File: config.mk
export PLATFORM = sky130hd
export DESIGN_NAME = start_bit_detect
export DESIGN_NICKNAME = d
export VERILOG_FILES = /design/src/rtl/start_bit_detect.sv
export SDC_FILE = /design/constraint.sdc
export NUM_CORES = 1
export LEC_CHECK = 0
export ABC_AREA = 1
export ABC_CLOCK_PERIOD_IN_PS = 1400
export CAP_MARGIN = 20
export CORE_AREA = 2 2 39 41
export CTS_BUF_LIST = sky130_fd_sc_hd__clkbuf_8
export CTS_CLUSTER_DIAMETER = 50
export DETAILED_ROUTE_END_ITERATION = 16
export DIE_AREA = 0 0 41 43
export REMOVE_ABC_BUFFERS = 1
export SETUP_SLACK_MARGIN = 0.1
export SLEW_MARGIN = 15
export SYNTH_ARGS = -nofsm -noshare
export SYNTH_HDL_FRONTEND = slang
export SYNTH_SLANG_ARGS = --single-unit
export TNS_END_PERCENT = 50
File: constraint.sdc
create_clock -name clk -period 1.4 [get_ports clk]
set_input_delay 0.21 -clock clk [delete_from_list [all_inputs] [get_ports clk]]
set_output_delay 0.21 -clock clk [all_outputs]
set_load 0.01 [all_outputs]
File: src/rtl/start_bit_detect.sv
// UART receive front end: synchronizes the serial line, qualifies a start bit
// by counting OVERSAMPLE/2 consecutive low samples, and holds recvStart until charRec.
module start_bit_detect #(
  parameter int OVERSAMPLE  = 16,
  parameter int SYNC_STAGES = 2
) (
  input  logic clk,
  input  logic rst,
  input  logic serialIn,
  input  logic charRec,
  output logic recvStart
);

  localparam int HALF = OVERSAMPLE / 2;
  localparam int CW   = $clog2(HALF) + 1;
  localparam logic [CW-1:0] LAST_LOW = CW'(HALF - 1);

  typedef enum logic [1:0] {
    IDLE    = 2'b00,
    VERIFY  = 2'b01,
    RECEIVE = 2'b10
  } state_t;

  logic [SYNC_STAGES-1:0] r_sync;
  logic [SYNC_STAGES-1:0] r_fill;
  state_t                 r_state;
  logic [CW-1:0]          r_cnt;
  logic                   r_armed;
  logic                   r_recv;

  logic w_s;
  logic w_s_valid;

  assign w_s       = r_sync[SYNC_STAGES-1];
  // The reset value of the synchronizer is not a real line sample, so it must
  // not arm the detector; r_fill marks when s carries a sample taken after reset.
  assign w_s_valid = r_fill[SYNC_STAGES-1];
  assign recvStart = r_recv;

  always_ff @(posedge clk) begin
    if (!rst) begin
      r_sync <= '1;
      r_fill <= '0;
    end else begin
      r_sync <= {r_sync[SYNC_STAGES-2:0], serialIn};
      r_fill <= {r_fill[SYNC_STAGES-2:0], 1'b1};
    end
  end

  always_ff @(posedge clk) begin
    if (!rst) begin
      r_state <= IDLE;
      r_cnt   <= '0;
      r_armed <= 1'b0;
      r_recv  <= 1'b0;
    end else begin
      case (r_state)
        IDLE: begin
          if (w_s && w_s_valid) begin
            r_armed <= 1'b1;
          end else if (!w_s && r_armed) begin
            r_state <= VERIFY;
            r_cnt   <= CW'(1);
          end
        end
        VERIFY: begin
          if (w_s) begin
            r_state <= IDLE;
            r_cnt   <= '0;
          end else if (r_cnt == LAST_LOW) begin
            r_state <= RECEIVE;
            r_cnt   <= '0;
            r_armed <= 1'b0;
            r_recv  <= 1'b1;
          end else begin
            r_cnt <= r_cnt + CW'(1);
          end
        end
        RECEIVE: begin
          if (charRec) begin
            r_state <= IDLE;
            r_recv  <= 1'b0;
          end
        end
        default: begin
          r_state <= IDLE;
          r_cnt   <= '0;
          r_armed <= 1'b0;
          r_recv  <= 1'b0;
        end
      endcase
    end
  end

endmodule

==> impl_metrics.csv <==
group,metric,value,unit
power_and_ir_drop,ir_drop,0.623,mV
detailed_routing,wl,925,µm
synthesis,synth_warnings,0,
critical_path,cp-endpoint,"recvStart$_SDFFE_PN0P_",
run_status,outcome,"finished, final reports clean",
die,fp.dieArea,1760,µm²
detailed_routing,met2_wirelength,427,µm
power_and_ir_drop,powerDensity,1180,nW/µm²
detailed_routing,antenna_left,0,
critical_path,reg2reg_from,"r_cnt[1]$_SDFFE_PN0P_",
global_routing,gr-usage-all-layers,15.5,%
synthesis,synth.distinct_cells,15,
finish,fillCellCount,147,
place,globalplace.congestion,0.810,
critical_path,path_max_fanout,3,
finish,n_antenna_cell,0,
synthesis,ys_ff_latch,12,
detailed_routing,dr_wl_met3,64,µm
timing,worst_slew_pin_slew,0.224,ns
power_and_ir_drop,swShare,20.3,%
synthesis,synth_compound_area_share,10.3,%
cts,cts_hold_buf,0,
global_routing,grt_antenna_before_repair,0,
synthesis,netlist_area,533,µm²
timing,slew_viol_final,0,
timing,max_freq,835,MHz
critical_path,path_class,"flip-flop to flip-flop",
synthesis,synthArstFlopShare,0,%
detailed_routing,drcViolationCount,0,
timing,slew-limit-headroom,85.0,%
place,numPortBuffers,4,
detailed_routing,vias,468,
synthesis,synth_cells,74,
die,core_area,1380,µm²
die,die_h,43,µm
die,pin_count,5,
power_and_ir_drop,clockPowerShare,49.3,%
power_and_ir_drop,leakagePower,0.293,nW
timing,hold_violations,0,
power_and_ir_drop,pwr-share-comb,4.6,%
synthesis,yosys.area.top_type_share,45.1,%
critical_path,critPathLaunch,"r_cnt[1]$_SDFFE_PN0P_",
synthesis,yosysSeqAreaShare,45.1,%
synthesis,avgSynthCellArea,7.20,µm²
die,chipWidth,41,µm
detailed_routing,top_layer,"met4",
timing,finalSetupTns,0,ns
die,start_util,38.5,%
detailed_routing,dr.pass1.iters,4,
synthesis,synthSimpleGateAreaFrac,33.1,%
global_routing,grt_pass1_vias,402,
finish,fin_nets,89,
critical_path,arrival,1.34,ns
place,pre_cts_slack,0.143,ns
synthesis,yosysTopAreaCell,"dfxtp_1",
synthesis,yosys.area_share.adder,2.35,%
job,cap_viol_max_count,0,
synthesis,synth_top_family_by_area,"simple AND/OR/NAND/NOR gates",
critical_path,r2r_cells,8,
detailed_routing,drt_iter0_drc,8,
critical_path,worst_setup_path_end_kind,"flip-flop",
power_and_ir_drop,p_switching,0.158,mW
finish,final_common_cell,"nand2_1",
timing,rsz0062_at_grt,"no",
critical_path,cp-start-kind,"flip-flop",
detailed_routing,via_per_inst,4.73,
finish,drive_above_1_share,21.7,%
cts,cts_max_path_buffers,2,
synthesis,synth_area_leaders,"dfxtp_1 45%, nand2_1 11%, inv_1 7.0%",
synthesis,muxShareOfSynthArea,0,%
cts,cts.sinks,12,
finish,layout_common_cells,"15 x nand2_1, 11 x dfxtp_1, 10 x inv_1",
cts,path_clk_slew,0.06,ns
timing,setup_viol,0,
detailed_routing,wl_per_cell,9.34,µm
min_path,hold_path.class,"flip-flop to flip-flop",
timing,period_needed,1.20,ns
critical_path,r2r_slack,0.20,ns
synthesis,synth-xor-area-share,0,%
cts,cts_max_level,1,
global_routing,grt_pass1_wl,1700,µm
detailed_routing,drt-met1-wl,401,µm
cts,cts_tree,"done",
cts,cts_made_buffers,3,
timing,clock_skew,0.00249,ns
global_routing,grt_remaining_overflow,0,
critical_path,cp.required,1.54,ns
global_routing,grt_start_max_net_pins,8,
finish,areaGrowthSynthToFinish,23.5,%
place,hpwl,707,µm
synthesis,synth_edf_count,0,
synthesis,ys.flop_type,"dfxtp_1",
die,num_rows,14,
power_and_ir_drop,sequentialPowerShare,46.0,%
cts,cts-root-buf,"clkbuf_8",
critical_path,r2r_end,"recvStart$_SDFFE_PN0P_",
power_and_ir_drop,intPower,0.619,mW
cts,clock_latency,0.24,ns
timing,min_period_over_period,85.5,%
timing,setup_ws,0.203,ns
-- final cells by class --
cell class	instances	area [µm²]	area share, %
clock buffer	4	55.1	8.37
multi-input combinational	49	246	37.5
timing repair buffer	5	46.3	7.03
inverter	13	48.8	7.41
tap	16	20.0	3.04
sequential	12	241	36.7
-- cells by family (layout without fill, tap and decap cells) --
group,after synthesis,in the layout
compound gates,11,11
fa+ha+maj,1,1
buf+inv,13,22
flops,12,12
simple gates,37,37
-- critical path, cell delays in order (launching register included) --
cell and delay (ns):
dfxtp_1 0.35, ha_1 0.21, nand2_2 0.08, nor2_2 0.11
nor2_1 0.06, inv_1 0.05, nand2_1 0.06, nor2_1 0.13
nor2_2 0.05
-- per-layer routing --
metal / vias up / GRT usage (%)
met5: - / 0
met4: 0 / 12.0
met3: 4 / 7.85
met2: 16 / 20.0
met1: 197 / 18.4
li1: 251 / -
-- synth_stat cells, types with 2 or more instances --
library cell,number
nand2_2,3
or2_2,3
o21ai_1,3
nand4_1,2
a21oi_1,7
nand3_1,6
nand2_1,15
dfxtp_1,12
nor2_1,6
inv_2,3
inv_1,10
-- power groups by stage --
stage / Clock [mW] / Combinational [mW] / Sequential, mW
6_report: 0.383 / 0.0361 / 0.358
4_1_cts: 0.386 / 0.0367 / 0.357
5_1_grt: 0.411 / 0.0419 / 0.359
2_1_floorplan: 0 / 0.0204 / 0.364
3_5_place_dp: 0 / 0.0365 / 0.365
3_3_place_gp: 0 / 0.0361 / 0.365
-- sequential cells by signal (all words and copies together) (netlist names) --
signal / cells
r_armed: 1
r_cnt: 4
r_fill: 2
recvStart: 1
r_sync: 2
r_state: 2
-- worst min-delay path by stage --
stage	start	endpoint	slack [ns]	depth (start not counted)
finish	r_sync[0]$_SDFF_PN1_	r_sync[1]$_SDFF_PN1_	0.41	1
global route	r_sync[0]$_SDFF_PN1_	r_sync[1]$_SDFF_PN1_	0.43	1
CTS	r_sync[0]$_SDFF_PN1_	r_sync[1]$_SDFF_PN1_	0.42	1
detailed placement	r_sync[0]$_SDFF_PN1_	r_sync[1]$_SDFF_PN1_	0.40	1
global placement	r_sync[0]$_SDFF_PN1_	r_sync[1]$_SDFF_PN1_	0.40	1
floorplan	rst	r_fill[0]$_DFF_P_	0.24	0
-- what timing repair did --
item | CTS | global route
endpoints found under the setup margin | 1 | 2
buffers inserted | 0 | 0
resized for setup | 1 | 2
-- stage by stage --
stage               instances  hold slack (ns)  utilization, %  total power [mW]  cell area (µm²)
finish                     99            0.414            47.6             0.777              658
global route               99            0.433            47.6             0.811              658
CTS                        99            0.417            47.3             0.780              654
detailed placement         95            0.404            43.4             0.401              601
global placement           95            0.396            43.4             0.401              601
floorplan                  74            0.238               -             0.384              533
No activity file was read; power rests on OpenSTA's default activity.
